### config.mk
export PLATFORM = sky130hd
export DESIGN_NAME = err_inject_engine_flat
export DESIGN_NICKNAME = d
export VERILOG_FILES = /design/src/rtl/err_inject_pkg.sv /design/src/rtl/err_inject_engine_if.sv /design/src/rtl/err_lfsr.sv /design/src/rtl/err_inject_engine.sv /design/src/flat_wrapper.sv
export SDC_FILE = /design/constraint.sdc
export NUM_CORES = 1
export LEC_CHECK = 0
export CELL_PAD_IN_SITES_DETAIL_PLACEMENT = 1
export CELL_PAD_IN_SITES_GLOBAL_PLACEMENT = 1
export CORE_MARGIN = 1
export CORE_UTILIZATION = 42
export CTS_BUF_LIST = sky130_fd_sc_hd__clkbuf_2
export CTS_CLUSTER_SIZE = 25
export DETAILED_ROUTE_END_ITERATION = 10
export HOLD_SLACK_MARGIN = 0.12
export PLACE_DENSITY = 0.93
export SYNTH_ARGS = -nofsm -noshare
export SYNTH_HDL_FRONTEND = slang
export SYNTH_SLANG_ARGS = --single-unit
### constraint.sdc
create_clock -name clk -period 4.7 [get_ports clk]
set_clock_uncertainty 0.15 [all_clocks]
set_input_delay 0.94 -clock clk [delete_from_list [all_inputs] [get_ports clk]]
set_output_delay 0.94 -clock clk [all_outputs]
set_load 0.05 [all_outputs]
### src/rtl/err_inject_pkg.sv
// Shared types and constants for the error-injection engine: modes, FSM states, LFSR polynomial/seed.
package err_inject_pkg;

    typedef enum logic [1:0] {
        MODE_OFF      = 2'd0,
        MODE_ONESHOT  = 2'd1,
        MODE_PERIODIC = 2'd2,
        MODE_RANDOM   = 2'd3
    } mode_e;

    typedef enum logic [1:0] {
        ST_IDLE  = 2'd0,
        ST_ARMED = 2'd1,
        ST_DONE  = 2'd2
    } state_e;

    // Right-shift Galois taps for x^32+x^22+x^2+x+1
    localparam logic [31:0] LFSR_POLY         = 32'h8020_0003;
    localparam logic [31:0] LFSR_DEFAULT_SEED = 32'hACE1_0001;

    function automatic logic [31:0] lfsr_step(input logic [31:0] s);
        return {1'b0, s[31:1]} ^ (s[0] ? LFSR_POLY : 32'h0);
    endfunction

endpackage

### src/rtl/err_inject_engine_if.sv
// Upstream/downstream codeword stream bundle; slave = engine side, master = source/sink side.
interface err_inject_engine_if #(
    parameter int DATA_W = 16,
    parameter int CRC_W  = 16
);
    logic              in_valid;
    logic              in_ready;
    logic [DATA_W-1:0] in_data;
    logic [CRC_W-1:0]  in_crc;
    logic              out_valid;
    logic              out_ready;
    logic [DATA_W-1:0] out_data;
    logic [CRC_W-1:0]  out_crc;
    logic              out_injected;

    modport slave (
        input  in_valid, in_data, in_crc, out_ready,
        output in_ready, out_valid, out_data, out_crc, out_injected
    );

    modport master (
        output in_valid, in_data, in_crc, out_ready,
        input  in_ready, out_valid, out_data, out_crc, out_injected
    );
endinterface

### src/rtl/err_lfsr.sv
// 32-bit Galois LFSR, advances one step per cycle while en_i is high; reloads SEED on rst.
module err_lfsr
    import err_inject_pkg::*;
#(
    parameter logic [31:0] SEED = LFSR_DEFAULT_SEED
) (
    input  logic        clk,
    input  logic        rst,
    input  logic        en_i,
    output logic [31:0] lfsr_o
);
    logic [31:0] lfsr_q;

    always_ff @(posedge clk) begin
        if (rst)       lfsr_q <= SEED;
        else if (en_i) lfsr_q <= lfsr_step(lfsr_q);
    end

    assign lfsr_o = lfsr_q;
endmodule

### src/rtl/err_inject_engine.sv
// Codeword error injector in a single register slice: latency 1, full throughput,
// in_ready = !out_valid | out_ready so output is held stable under stall.
module err_inject_engine
    import err_inject_pkg::*;
#(
    parameter int          DATA_W    = 16,
    parameter int          CRC_W     = 16,
    parameter logic [31:0] LFSR_SEED = 32'hACE1_0001
) (
    input  logic                    clk,
    input  logic                    rst,
    input  logic                    cfg_load,
    input  logic [1:0]              cfg_mode,
    input  logic [DATA_W+CRC_W-1:0] cfg_mask,
    input  logic [15:0]             cfg_period,
    input  logic [7:0]              cfg_limit,
    err_inject_engine_if.slave      sif,
    output logic                    busy,
    output logic [15:0]             inj_count
);
    localparam int CW_W = DATA_W + CRC_W;

    mode_e            mode_q;
    logic [CW_W-1:0]  mask_q;
    logic [15:0]      period_q;
    logic [7:0]       limit_q;
    state_e           state_q, state_d;
    logic [15:0]      wcnt_q, wcnt_d;
    logic [7:0]       arm_inj_q, arm_inj_d;
    logic [15:0]      inj_cnt_q;
    logic             out_valid_q;
    logic [CW_W-1:0]  out_cw_q;
    logic             out_inj_q;

    logic             accept;
    logic [31:0]      lfsr;
    logic [CW_W-1:0]  lfsr_rep;
    logic [CW_W-1:0]  mask_eff;
    logic             inj_hit;
    logic             per_hit;
    logic             limit_hit;
    logic [15:0]      period_m1;

    assign sif.in_ready = !out_valid_q | sif.out_ready;
    assign accept       = sif.in_valid & sif.in_ready;

    err_lfsr #(.SEED(LFSR_SEED)) u_lfsr (
        .clk    (clk),
        .rst    (rst),
        .en_i   (accept),
        .lfsr_o (lfsr)
    );

    // Widths beyond 32 bits reuse the LFSR pattern cyclically
    for (genvar g = 0; g < CW_W; g++) begin : g_rep
        assign lfsr_rep[g] = lfsr[g % 32];
    end

    assign period_m1 = (period_q == 16'd0) ? 16'd0 : period_q - 16'd1;
    assign per_hit   = (wcnt_q == period_m1);
    assign limit_hit = (limit_q != 8'd0) && ((arm_inj_q + 8'd1) == limit_q);

    always_ff @(posedge clk) begin
        if (rst) state_q <= ST_IDLE;
        else     state_q <= state_d;
    end

    always_comb begin
        state_d   = state_q;
        wcnt_d    = wcnt_q;
        arm_inj_d = arm_inj_q;
        if (accept && state_q == ST_ARMED) begin
            if (mode_q == MODE_PERIODIC) wcnt_d = per_hit ? 16'd0 : wcnt_q + 16'd1;
            if (inj_hit) arm_inj_d = arm_inj_q + 8'd1;
            if (mode_q == MODE_ONESHOT)   state_d = ST_DONE;
            else if (inj_hit && limit_hit) state_d = ST_DONE;
        end
        // A coincident word above still sees the old config; the reload wins for the next word
        if (cfg_load) begin
            state_d   = (mode_e'(cfg_mode) == MODE_OFF) ? ST_IDLE : ST_ARMED;
            wcnt_d    = 16'd0;
            arm_inj_d = 8'd0;
        end
    end

    always_comb begin
        mask_eff = '0;
        inj_hit  = 1'b0;
        busy     = (state_q == ST_ARMED);
        if (state_q == ST_ARMED) begin
            case (mode_q)
                MODE_ONESHOT: begin
                    mask_eff = mask_q;
                    inj_hit  = 1'b1;
                end
                MODE_PERIODIC: begin
                    if (per_hit) begin
                        mask_eff = mask_q;
                        inj_hit  = 1'b1;
                    end
                end
                MODE_RANDOM: begin
                    mask_eff = mask_q & lfsr_rep;
                    inj_hit  = |mask_eff;
                end
                default: ;
            endcase
        end
    end

    always_ff @(posedge clk) begin
        if (rst) begin
            mode_q      <= MODE_OFF;
            mask_q      <= '0;
            period_q    <= 16'd0;
            limit_q     <= 8'd0;
            wcnt_q      <= 16'd0;
            arm_inj_q   <= 8'd0;
            inj_cnt_q   <= 16'd0;
            out_valid_q <= 1'b0;
            out_cw_q    <= '0;
            out_inj_q   <= 1'b0;
        end else begin
            wcnt_q    <= wcnt_d;
            arm_inj_q <= arm_inj_d;
            if (cfg_load) begin
                mode_q   <= mode_e'(cfg_mode);
                mask_q   <= cfg_mask;
                period_q <= cfg_period;
                limit_q  <= cfg_limit;
            end
            if (accept) begin
                out_valid_q <= 1'b1;
                out_cw_q    <= {sif.in_data, sif.in_crc} ^ mask_eff;
                out_inj_q   <= inj_hit;
            end else if (sif.out_ready) begin
                out_valid_q <= 1'b0;
            end
            if (accept && inj_hit && inj_cnt_q != 16'hFFFF) inj_cnt_q <= inj_cnt_q + 16'd1;
        end
    end

    assign sif.out_valid    = out_valid_q;
    assign sif.out_data     = out_cw_q[CW_W-1:CRC_W];
    assign sif.out_crc      = out_cw_q[CRC_W-1:0];
    assign sif.out_injected = out_inj_q;
    assign inj_count        = inj_cnt_q;
endmodule

### src/flat_wrapper.sv
// flat-port wrapper written by rule: the top's interface ports become plain ports
module err_inject_engine_flat import err_inject_pkg::*;
#(
    parameter int          DATA_W    = 16,
    parameter int          CRC_W     = 16,
    parameter logic [31:0] LFSR_SEED = 32'hACE1_0001
)
  (clk, rst, cfg_load, cfg_mode, cfg_mask, cfg_period, cfg_limit, busy, inj_count, sif_in_valid, sif_in_data, sif_in_crc, sif_out_ready, sif_in_ready, sif_out_valid, sif_out_data, sif_out_crc, sif_out_injected);
  err_inject_engine_if #(.DATA_W(DATA_W), .CRC_W(CRC_W)) sif_i ();
  input  logic clk;
  input  logic rst;
  input  logic cfg_load;
  input  logic [1:0] cfg_mode;
  input  logic [DATA_W+CRC_W-1:0] cfg_mask;
  input  logic [15:0] cfg_period;
  input  logic [7:0] cfg_limit;
  output logic busy;
  output logic [15:0] inj_count;
  input wire logic [$bits(sif_i.in_valid)-1:0] sif_in_valid;
  input wire logic [$bits(sif_i.in_data)-1:0] sif_in_data;
  input wire logic [$bits(sif_i.in_crc)-1:0] sif_in_crc;
  input wire logic [$bits(sif_i.out_ready)-1:0] sif_out_ready;
  output wire logic [$bits(sif_i.in_ready)-1:0] sif_in_ready;
  output wire logic [$bits(sif_i.out_valid)-1:0] sif_out_valid;
  output wire logic [$bits(sif_i.out_data)-1:0] sif_out_data;
  output wire logic [$bits(sif_i.out_crc)-1:0] sif_out_crc;
  output wire logic [$bits(sif_i.out_injected)-1:0] sif_out_injected;
  assign sif_i.in_valid = sif_in_valid;
  assign sif_i.in_data = sif_in_data;
  assign sif_i.in_crc = sif_in_crc;
  assign sif_i.out_ready = sif_out_ready;
  assign sif_in_ready = sif_i.in_ready;
  assign sif_out_valid = sif_i.out_valid;
  assign sif_out_data = sif_i.out_data;
  assign sif_out_crc = sif_i.out_crc;
  assign sif_out_injected = sif_i.out_injected;
  err_inject_engine #(.DATA_W(DATA_W), .CRC_W(CRC_W), .LFSR_SEED(LFSR_SEED)) u_core (.clk(clk), .rst(rst), .cfg_load(cfg_load), .cfg_mode(cfg_mode), .cfg_mask(cfg_mask), .cfg_period(cfg_period), .cfg_limit(cfg_limit), .sif(sif_i), .busy(busy), .inj_count(inj_count));
endmodule
# After elaboration in Yosys (flattened, before gate mapping)
# Index checks and enable logic that the tools add are counted.
op_classes:
  eq_ne: 7
  n_mux: 16
  reduce_logical: 17
  bitwise: 5
  n_addsub: 4
ops:
  columns: ["cell", "n"]
  rows:
  - ["$mux W32", 3]
  - ["$pmux W32 S3", 1]
  - ["$add A16 B1 Y16 const B", 2]
  - ["$and A32 B32 Y32", 1]
  - ["$mux W16", 2]
  - ["$reduce_or A32 Y1", 1]
  - ["$xor A31 B32 Y32", 1]
  - ["$xor A32 B32 Y32", 1]
  - ["$eq A16 B16 Y1", 1]
  - ["$logic_not A16 Y1", 1]
  - ["$ne A16 B16 Y1 const B", 1]
  - ["$sub A16 B1 Y16 const B", 1]
  - ["$add A8 B1 Y8 const B", 1]
  - ["$eq A8 B8 Y1", 1]
  - ["$mux W2", 4]
  - ["$reduce_bool A8 Y1", 1]
  - ["$reduce_and A2 Y1", 3]
  - ["$logic_and A1 B1 Y1", 5]
  - ["$mux W1", 5]
  - ["$eq A2 B1 Y1 const B", 2]
  - ["$eq A2 B2 Y1 const B", 2]
  - ["$reduce_bool A2 Y1", 2]
  - ["$pmux W1 S3", 1]
  - ["$reduce_bool A3 Y1", 1]
  - ["other kinds (5)", 5]
totals:
  register_bits: 166
  in_bits: 95
  elab_cells: 61

# Logic depth before layout (Yosys ltp)
# Gate-level depths: netlist of the first run.
logic_depth:
  ltp_word: 11
  mapped_depth: 13
  depth_no_buf: 11

# Hierarchy
# From an unflattened synthesis of the first run, not the netlist that was laid out.
unflattened:
  hier_cells: 1041
  hier_area_um2: 8991.1
by_module_without_submodules:
  columns: ["module", "seq_area_each_um2", "instances", "cells_each", "area_per_inst_um2"]
  rows:
  - ["err_inject_engine", 2682.6, 1, 934, 7817.5]
  - ["err_lfsr", 640.6, 1, 107, 1173.6]

# Least setup slack after synthesis of the first run
# No wires, ideal clock.
synth_path:
  path_type: "reg2reg"
  startpoint: "register u_core.period_q[0]"
  endpoint: "register u_core.inj_cnt_q[10], in the netlist u_core.inj_count[10]"
  stages_incl_launch_ff: 13
  setup_slack_ns: 1.280
  n_path_buf: 1
  setup_time_ns: 0.123
  t_required_ns: 4.427
  arrival_ns: 3.146
  path_cell_list: "dfxtp_1 -> inv_1 -> ha_1 -> nor3b_2 -> nand4_1 -> or3_4 -> o22a_1 -> o21a_1 -> nor4_4 -> a31oi_4 -> buf_6 -> nor4_1 -> mux2_1"
synth_via:
  elab_chain_cells: 8
  word_cells_on_any_way: 9
  cone_classes: "add/sub (1); eq/ne (1); mux (4); reduce/logical (3)"
synth_rtl:
  columns: ["item", "line", "text"]
  rows:
  - ["start, declared", "err_inject_engine.sv:25", "logic [15:0] period_q;"]
  - ["start signal, assigned", "err_inject_engine.sv:129", "period_q <= cfg_period;"]
  - ["$sub A16 B1 Y16 / $logic_not A16 Y1 (equally long branches)", "err_inject_engine.sv:59", "assign period_m1 = (period_q == 16'd0) ? 16'd0 : period_q - 16'd1;"]
  - ["$mux W16 (*)", "err_inject_engine.sv:59", null]
  - ["$eq A16 B16 Y1 (*)", "err_inject_engine.sv:60", "assign per_hit = (wcnt_q == period_m1);"]
  - ["$mux W1 (*)", "err_inject_engine.sv:97", "if (per_hit) begin"]
  - ["$pmux W1 S3 (*)", "err_inject_engine.sv:91", "case (mode_q)"]
  - ["$mux W1 (*)", "err_inject_engine.sv:90", "if (state_q == ST_ARMED) begin"]
  - ["$logic_and A1 B1 Y1 (*) (2 in a row)", "err_inject_engine.sv:139", "if (accept && inj_hit && inj_cnt_q != 16'hFFFF) inj_cnt_q <= inj_cnt_q + 16'd1;"]
  - ["end signal, assigned", "err_inject_engine.sv:139", null]
  - ["end, declared", "err_inject_engine.sv:30", "logic [15:0] inj_cnt_q;"]
# Every way passes the cells marked *; elsewhere a longest branch is shown, timed or not.
# A chain may end at the register's enable or synchronous reset.

# Worst setup path after layout of the first run
layout_path:
  startpoint: "register u_core.period_q[0]"
  endpoint: "register u_core.arm_inj_q[7]"
layout_via:
  elab_chain_cells: 7
  word_cells_on_any_way: 8
  cone_classes: "add/sub (1); eq/ne (1); mux (4); reduce/logical (2)"
layout_rtl:
  columns: ["item", "line", "text"]
  rows:
  - ["$sub A16 B1 Y16 / $logic_not A16 Y1 (equally long branches)", "err_inject_engine.sv:59", null]
  - ["$mux W16 (*)", "err_inject_engine.sv:59", null]
  - ["$eq A16 B16 Y1 (*)", "err_inject_engine.sv:60", null]
  - ["$mux W1 (*)", "err_inject_engine.sv:97", null]
  - ["$pmux W1 S3 (*)", "err_inject_engine.sv:91", null]
  - ["$mux W1 (*)", "err_inject_engine.sv:90", null]
  - ["$reduce_and A2 Y1 (no line) (*)", null, null]
  - ["end signal, assigned", "err_inject_engine.sv:125", "arm_inj_q <= arm_inj_d;"]
  - ["end, declared", "err_inject_engine.sv:29", "logic [7:0] arm_inj_q, arm_inj_d;"]
# Marked as above.

==> flow_summary.ini, run 1 <==
[sta]
relSlewSlack_pct = 37.9
setup_ws_ns = 0.530
finalSetupViolCount = 0
setup_tns_ns = 0
rsz0062_at_grt = no
post-route-period-util_pct = 88.7
worst_pin_slew_ns = 0.931
hold_violations = 0
slew_viol_final = 0
fmax_ghz = 0.240
fin_crit_ns = 4.17

[layout]
drive_gt1_share_pct = 5.73
fill_cells = 2707
layout_commonest_cell = dfxtp_1
syn2layout_area_growth_pct = 19.0
finalNetCount = 1378
layout_common_cells = dfxtp_1 (165), nand2_1 (146), clkdlybuf4s50_1 (144), nor2_1 (107), o21ai_0 (96)

[placement]
numPortBuffers = 146
globalplace.congestion = 0.888
pre_cts_ws_ns = 0.584
dp_hpwl_um = 22300

[clock_tree]
clkSlewWorstSetupHoldPaths_ns = 0.22
post_cts_buffers = 0
clockBufferDepth = 2
post_cts_resized = 0
numCtsBuffers = 17
cts_num_sinks = 166
root_buffer = clkbuf_2
htreeDepth = 4
hold_buffers = 0
cts_tree = built
clock_latency_ns = 0.81

[drt]
wl_per_cell_um = 20.2
drc = 7
vias = 9809
drtIter0Drc = 596
ant_nets = 0
vias_per_cell = 6.23
wirelength_um = 31800
first_pass_iters = 8

[die]
core_area_sq_mm = 0.0220
die_w_um = 153
chipHeight_um = 153
io_pins = 147
die_area_sq_mm = 0.0233
floorplan.initialDensity_pct = 43.3
rows = 54

[grt]
gr-total-overflow = 0
grt_pass1_vias = 10042
grt_pass1_wl_um = 51800
antenna_found_initial = 2
grt_use_total_pct = 27.4
grt_max_degree = 72

[yosys]
ys_seq_elements = 166
yosys_warnings = 0
synthesis.nets = 1291
yosysSeqAreaShare_pct = 34.8
synth_cell_types = 67
synth.avg_cell_area_sq_um = 8.00
postSynthCellCount = 1192
synth-main-ff-cell = dfxtp_1
synth-async-reset-ratio_pct = 0
synth_area_sq_mm = 0.00954
synth_edf_count = 0

[setup_path]
reg2reg_depth = 11
r2r_slack_ns = 0.53
crit_arrival_ns = 4.74
r2r_end = u_core.arm_inj_q[7]$_SDFFE_PP0P_
crit_type = reg2reg
start_kind = flip-flop
path_max_fanout = 36
critPathRequiredTime_ns = 5.27
cp-end-kind = flip-flop
timing.rr.start = u_core.period_q[0]$_SDFFE_PP0P_
crit_path_end = u_core.arm_inj_q[7]$_SDFFE_PP0P_
crit_start = u_core.period_q[0]$_SDFFE_PP0P_

[outcome]
status = finished, violations left
failed_checks = design-rule violations

[pwr]
clock_power_share_pct = 27.7
seq_power_share_pct = 51.7
p_leak_uw = 0.00386
power-per-cell-area_mw_per_mm2 = 266
p_sw_uw = 997
share_comb_of_total_power_pct = 20.5
switching_share_pct = 33.0
ir_worst_vdd_uv = 150
internal_power_uw = 2020

[hold_path]
hold_class = reg2reg

[flow_run]
cap_violations = 0
[final cells by class]
cell class	count	area [sq um]	area share (%)
Multi-Input combinational cell	920	5790	51.1
Sequential cell	166	3320	29.3
Timing Repair Buffer	162	1580	13.9
Tap cell	280	350	3.09
Clock inverter	13	158	1.39
Clock buffer	19	95.1	0.838
Inverter	12	45.0	0.397
Antenna cell	2	5.00	0.0441
[cells in the mapped netlist (3+ instances only)]
library cell | number | area, sq um
o211ai_1 | 6 | 45.0
dfxtp_1 | 166 | 3320
or3_1 | 13 | 81.3
o21ai_0 | 96 | 480
mux2i_1 | 61 | 611
nor2_1 | 108 | 405
a22o_1 | 6 | 52.6
or4_1 | 11 | 82.6
a31oi_1 | 3 | 18.8
xnor2_1 | 20 | 175
and3_1 | 9 | 56.3
xor2_1 | 20 | 175
nand3_1 | 29 | 145
a221oi_1 | 6 | 52.6
nor2b_1 | 13 | 81.3
a211oi_1 | 6 | 45.0
a21oi_1 | 79 | 395
buf_2 | 7 | 35.0
or2_2 | 4 | 25.0
nor4_1 | 9 | 56.3
clkbuf_1 | 67 | 251
mux2_1 | 9 | 101
nand4_1 | 41 | 257
buf_6 | 3 | 33.8
a311oi_1 | 32 | 280
o31ai_1 | 8 | 60.1
ha_1 | 4 | 50.1
nand2_1 | 147 | 552
and2_1 | 5 | 31.3
nor3b_1 | 3 | 22.5
buf_1 | 16 | 60.1
o21a_1 | 34 | 255
and4_1 | 6 | 52.6
a41oi_1 | 30 | 263
o41ai_1 | 3 | 26.3
nor3_1 | 13 | 65.1
inv_1 | 9 | 33.8
nor4_2 | 4 | 50.1
a22oi_1 | 5 | 37.5
o21ai_1 | 9 | 45.0
nor4b_1 | 34 | 298
nand2b_1 | 5 | 31.3
nand3b_1 | 4 | 30.0
[registers in the layout, summed over array words and instances, names as in the netlist]
register                 flops
u_core.sif.out_valid         1
u_core.u_lfsr.lfsr_o        32
u_core.mode_q                2
u_core.inj_count            16
u_core.sif.out_injected      1
u_core.mask_q               32
u_core.state_q               2
u_core.limit_q               8
u_core.wcnt_q               16
u_core.out_cw_q             32
u_core.period_q             16
u_core.arm_inj_q             8
[worst min path at each step]
stage                                          start                                     to  slack (ns)  depth (start not counted)
3_5_place_dp          u_core.state_q[1]$_SDFFE_PP0P_         u_core.state_q[1]$_SDFFE_PP0P_        0.31                          1
3_3_place_gp          u_core.state_q[1]$_SDFFE_PP0P_         u_core.state_q[1]$_SDFFE_PP0P_        0.29                          1
4_1_cts               u_core.state_q[0]$_SDFFE_PP0P_         u_core.state_q[0]$_SDFFE_PP0P_        0.36                          2
6_report              u_core.state_q[1]$_SDFFE_PP0P_         u_core.state_q[1]$_SDFFE_PP0P_        0.36                          1
5_1_grt        u_core.u_lfsr.lfsr_o[13]$_SDFFE_PP0P_  u_core.u_lfsr.lfsr_o[12]$_SDFFE_PP0P_        0.38                          2
2_1_floorplan         u_core.state_q[1]$_SDFFE_PP0P_         u_core.state_q[1]$_SDFFE_PP0P_        0.28                          1
[critical path, stage by stage, from the launching register on]
cell	delay, ns
dfxtp_1	0.41
inv_1	0.13
ha_1	0.25
nor3b_2	0.40
nand4_1	0.49
or3_1	0.47
o21ai_0	0.08
nor3_1	0.12
nor4_4	0.40
a31oi_4	0.40
or4_1	0.66
a21oi_1	0.17
[cell families (layout without fill, tap and decap cells)]
logic type               Yosys count  after routing  share of synthesized area [%]
AND/OR/NAND/NOR                  469            469                           25.8
AO/OA/AOI/OAI                    337            337                           23.1
flip-flops                       166            166                           34.8
buffers and inverters            106            206                           4.54
multiplexers                      70             70                           7.46
XOR/XNOR                          40             40                           3.67
adder cells (fa/ha/maj)            4              4                          0.525
other                              0              2                              0
[per-stage QoR]
| stage | util [%] | hold slack (ns) | cells | area (sq um) | power [uW] |
|---|---|---|---|---|---|
| 6_report | 51.5 | 0.360 | 1574 | 11300 | 3020 |
| 2_1_floorplan | - | 0.282 | 1192 | 9540 | 1950 |
| 4_1_cts | 51.5 | 0.362 | 1572 | 11300 | 3030 |
| 3_5_place_dp | 50.4 | 0.308 | 1540 | 11100 | 2200 |
| 5_1_grt | 51.5 | 0.381 | 1574 | 11300 | 3160 |
| 3_3_place_gp | 50.4 | 0.290 | 1540 | 11100 | 2170 |
[routing by layer]
metal | track usage, % | part of all wire, %
met4 | 9.48 | 2.1
met3 | 4.12 | 4.7
met5 | 0 | 0
met2 | 50.0 | 51
met1 | 32.6 | 42
[power by group through the flow]
stage	clock network, uW	logic (uW)	registers, uW
floorplan	0	359	1590
global placement	0	588	1580
detailed placement	0	614	1590
CTS	856	619	1560
global route	910	674	1570
finish	838	621	1560
No activity file was read; power rests on OpenSTA's default activity.
==> run 2, diff against run 1 <==
--- a/config.mk
+++ b/config.mk
@@ -14,6 +14,7 @@
 export DETAILED_ROUTE_END_ITERATION = 10
 export HOLD_SLACK_MARGIN = 0.12
 export PLACE_DENSITY = 0.93
+export REMOVE_ABC_BUFFERS = 1
 export SYNTH_ARGS = -nofsm -noshare
 export SYNTH_HDL_FRONTEND = slang
 export SYNTH_SLANG_ARGS = --single-unit
==> run 2 against run 1 <==
  * The flow still finishes with violations (design-rule violations)
  * Total power shrank 0.87%
  * Largest cell class unchanged
  * Worst setup slack better by 0.051 ns
  * Via count is 0.83% higher
  * Maximum frequency up 1.2%
==> flow_summary.ini, run 2 (same netlist as run 1, synthesis figures left out) <==
[pwr]
clock_power_share_pct = 27.2
ir_worst_vdd_uv = 153
switching_share_pct = 34.0
internal_power_uw = 1980
p_sw_uw = 1020
p_leak_uw = 0.00385
finalPower_uw = 3000
share_comb_of_total_power_pct = 20.7
power-per-cell-area_mw_per_mm2 = 264
seq_power_share_pct = 52.1

[sta]
fin_crit_ns = 4.12
relSlewSlack_pct = 19.6
post-route-period-util_pct = 87.6
rsz0062_at_grt = no
worst_pin_slew_ns = 1.21
finalSetupViolCount = 0
slew_viol_final = 0
hold_violations = 0
fmax_ghz = 0.243

[setup_path]
timing.rr.start = u_core.period_q[0]$_SDFFE_PP0P_
crit_start = u_core.period_q[0]$_SDFFE_PP0P_
start_kind = flip-flop
crit_arrival_ns = 4.72
critPathRequiredTime_ns = 5.30
crit_type = reg2reg
cp-end-kind = flip-flop
path_max_fanout = 36

[clock_tree]
post_cts_buffers = 0
clockBufferDepth = 2
numCtsBuffers = 17
clkSlewWorstSetupHoldPaths_ns = 0.28
cts_num_sinks = 166
cts_tree = built
root_buffer = clkbuf_2
post_cts_resized = 0
clock_latency_ns = 0.81
htreeDepth = 4
hold_buffers = 0

[drt]
vias_per_cell = 6.29
vias = 9890
wirelength_um = 31400
drtIter0Drc = 533
drc = 5
ant_nets = 0
wl_per_cell_um = 20.0
first_pass_iters = 11

[layout]
utilization_pct = 51.4
instances_no_fill = 1572
drive_gt1_share_pct = 5.81
fin_area_sq_mm = 0.0113
finalNetCount = 1377
layout_common_cells = dfxtp_1 (165), nand2_1 (146), clkdlybuf4s50_1 (144), nor2_1 (107), o21ai_0 (96)
syn2layout_area_growth_pct = 18.7
layout_commonest_cell = dfxtp_1

[die]
chipHeight_um = 153
floorplan.initialDensity_pct = 43.3
core_area_sq_mm = 0.0220
rows = 54
die_area_sq_mm = 0.0233
io_pins = 147
die_w_um = 153

[grt]
grt_max_degree = 70
antenna_found_initial = 1
grt_pass1_vias = 9949
gr-total-overflow = 0
grt_use_total_pct = 26.7
grt_pass1_wl_um = 50700

[outcome]
status = finished, violations left
failed_checks = design-rule violations

[placement]
place_area_sq_mm = 0.0111
dp.cells = 1539
globalplace.congestion = 0.873
numPortBuffers = 146
dp_hpwl_um = 21600

[flow_run]
cap_violations = 0

[hold_path]
hold_class = reg2reg
min_from = u_core.state_q[1]$_SDFFE_PP0P_
==> run 2: final cells by class <==
| class | count | area, sq um |
|---|---|---|
| Tap cell | 280 | 350 |
| Multi-Input combinational cell | 920 | 5790 |
| Clock inverter | 14 | 153 |
| Antenna cell | 1 | 2.50 |
| Inverter | 12 | 45.0 |
| Sequential cell | 166 | 3320 |
| Clock buffer | 18 | 90.1 |
| Timing Repair Buffer | 161 | 1570 |
| Fill cell | 2693 | 10700 |
==> run 2: path summary, 6_finish.rpt <==
kind	cells past startpoint	end	slack, ns
worst min-delay path	1	u_core.state_q[1]$_SDFFE_PP0P_	0.35
worst min register to register	1	u_core.state_q[1]$_SDFFE_PP0P_	0.35
worst max-delay path	11	u_core.inj_count[12]$_SDFFE_PP0P_	0.58
worst max register to register	11	u_core.inj_count[12]$_SDFFE_PP0P_	0.58
==> run 2: layer usage <==
| metal | track usage, % | share of wire [%] | routed length (um) |
|---|---|---|---|
| met1 | 33.6 | 44 | 13700 |
| met2 | 45.3 | 49 | 15300 |
| met3 | 5.01 | 5.4 | 1690 |
| met4 | 10.1 | 2.2 | 675 |
| met5 | 0 | 0 | 0 |
==> run 2: per-stage QoR <==
step           setup TNS [ns]  hold slack [ns]  setup slack (ns)
3_3_place_gp                0            0.288             0.800
6_report                    0            0.348             0.581
2_1_floorplan          -26.22            0.282            -0.739
3_5_place_dp                0            0.294             0.657
4_1_cts                     0            0.342             0.601
5_1_grt                     0            0.362             0.271
==> run 2: power by group through the flow <==
stage	Sequential [uW]	Combinational (uW)	Clock (uW)
global route	1570	672	882
floorplan	1610	304	0
global placement	1580	589	0
finish	1560	620	815
detailed placement	1580	615	0
CTS	1560	619	829
==> run 2: worst max-delay path: stages, from the launching register on <==
cell	delay, ns
dfxtp_1	0.41
inv_1	0.12
ha_1	0.24
nor3b_2	0.37
nand4_1	0.46
or3_1	0.47
o21ai_0	0.09
nor3_1	0.13
nor4_4	0.42
a31oi_4	0.39
nor4b_1	0.46
mux2_1	0.35
==> run 3, diff against run 2 <==
--- a/config.mk
+++ b/config.mk
@@ -5,6 +5,7 @@
 export SDC_FILE = /design/constraint.sdc
 export NUM_CORES = 1
 export LEC_CHECK = 0
+export CAP_MARGIN = 30
 export CELL_PAD_IN_SITES_DETAIL_PLACEMENT = 1
 export CELL_PAD_IN_SITES_GLOBAL_PLACEMENT = 1
 export CORE_MARGIN = 1
==> run 3 against run 2 <==
  * The run still ends with design-rule violations left
  * Via count shrank 0.18%
  * Combinational power is essentially flat
  * Clock-buffer cell count grew 3
  * Core utilization grew 0.22 points
  * Critical path depth is the same
  * First-iteration DRC count grew 34%
==> flow_summary.ini, run 3 (same netlist as run 1, synthesis figures left out) <==
[layout]
layout_common_cells = dfxtp_1 (165), nand2_1 (146), clkdlybuf4s50_1 (144), nor2_1 (107), o21ai_0 (96)
utilization_pct = 51.7
syn2layout_area_growth_pct = 19.3
fill_cells = 2658
layout_commonest_cell = dfxtp_1
fin_area_sq_mm = 0.0114
finalNetCount = 1378
drive_gt1_share_pct = 5.57

[die]
core_area_sq_mm = 0.0220
floorplan.initialDensity_pct = 43.3
die_area_sq_mm = 0.0233
chipHeight_um = 153
io_pins = 147
die_w_um = 153
rows = 54

[clock_tree]
clock_latency_ns = 0.75
root_buffer = clkbuf_2
hold_buffers = 0
clockBufferDepth = 2
clkSlewWorstSetupHoldPaths_ns = 0.25
post_cts_resized = 0
numCtsBuffers = 17
post_cts_buffers = 0
cts_num_sinks = 166
cts_tree = built
htreeDepth = 4

[grt]
grt_pass1_wl_um = 50500
gr-total-overflow = 0
grt_pass1_vias = 9766
grt_use_total_pct = 26.5
grt_max_degree = 70
antenna_found_initial = 2

[setup_path]
reg2reg_depth = 11
path_max_fanout = 36
crit_type = reg2reg
r2r_slack_ns = 0.56
start_kind = flip-flop
r2r_end = u_core.inj_count[12]$_SDFFE_PP0P_
cp-end-kind = flip-flop
timing.rr.start = u_core.period_q[0]$_SDFFE_PP0P_
crit_arrival_ns = 4.67
critPathRequiredTime_ns = 5.23

[pwr]
ir_worst_vdd_uv = 162
p_leak_uw = 0.00389
finalPower_uw = 3050
power-per-cell-area_mw_per_mm2 = 268

[hold_path]
min_from = u_core.state_q[1]$_SDFFE_PP0P_
min_path_cells = 1
hold_class = reg2reg
min_to = u_core.state_q[1]$_SDFFE_PP0P_

[drt]
first_pass_iters = 8
wirelength_um = 31400
drc = 14
vias_per_cell = 6.27
vias = 9872
ant_nets = 0
drtIter0Drc = 715
wl_per_cell_um = 19.9

[sta]
rsz0062_at_grt = no
fmax_ghz = 0.242
worst_pin_slew_ns = 0.941
relSlewSlack_pct = 37.3
holdWs_ns = 0.357
hold_violations = 0
post-route-period-util_pct = 88.0
setup_ws_ns = 0.564
finalSetupViolCount = 0
slew_viol_final = 0
fin_crit_ns = 4.14

[placement]
numPortBuffers = 146
dp_hpwl_um = 21800
pre_cts_ws_ns = 0.657
globalplace.congestion = 0.873
place_area_sq_mm = 0.0111

[outcome]
status = finished, violations left
failed_checks = design-rule violations

[flow_run]
cap_violations = 0
## run 3: per-layer routing
layer  wire length (um)  up-vias  track usage, %
met4                342        0            5.87
met5                  0        -               0
li1                   -     4619               -
met3               1790       38            4.98
met1              13700     4906            33.9
met2              15500      309            46.1
## run 3: how the worst max path moves through the flow
| stage | startpoint | to | slack (ns) | cells after the start |
|---|---|---|---|---|
| floorplan | sif_out_ready | u_core.out_cw_q[0]$_SDFFE_PP0P_ | -0.74 | 5 |
| global placement | u_core.period_q[0]$_SDFFE_PP0P_ | u_core.inj_count[12]$_SDFFE_PP0P_ | 0.80 | 11 |
| detailed placement | u_core.period_q[0]$_SDFFE_PP0P_ | u_core.inj_count[12]$_SDFFE_PP0P_ | 0.66 | 11 |
| CTS | u_core.period_q[0]$_SDFFE_PP0P_ | u_core.inj_count[12]$_SDFFE_PP0P_ | 0.63 | 11 |
| global route | u_core.period_q[0]$_SDFFE_PP0P_ | u_core.inj_count[15]$_SDFFE_PP0P_ | 0.20 | 11 |
| finish | u_core.period_q[0]$_SDFFE_PP0P_ | u_core.inj_count[12]$_SDFFE_PP0P_ | 0.56 | 11 |
## run 3: power breakdown
| group | internal [uW] | switching (uW) |
|---|---|---|
| clock network | 351 | 517 |
| registers | 1470 | 91.2 |
| logic | 261 | 361 |
| total | 2080 | 969 |
## run 3: final cells by class
class,count,area (sq um),share of cell area (%)
Clock buffer,21,105,0.924
Sequential cell,166,3320,29.2
Inverter,12,45.0,0.396
Tap cell,280,350,3.08
Antenna cell,2,5.00,0.0440
Multi-Input combinational cell,920,5790,50.9
Clock inverter,11,156,1.37
Timing Repair Buffer,162,1600,14.0
## run 3: through the flow
stage | setup TNS (ns) | instances
floorplan | -26.22 | 1098
global placement | 0 | 1539
detailed placement | 0 | 1540
CTS | 0 | 1572
global route | 0 | 1573
finish | 0 | 1574
## run 3: worst max-delay path, stage by stage (launching register included)
cell and delay [ns]:
dfxtp_1 0.40, inv_1 0.11, ha_1 0.24, nor3b_2 0.38, nand4_1 0.46, or3_1 0.47, a21oi_1 0.13, o211ai_1 0.18
nor4_4 0.31, a31oi_4 0.41, nor4b_1 0.46, mux2_1 0.35
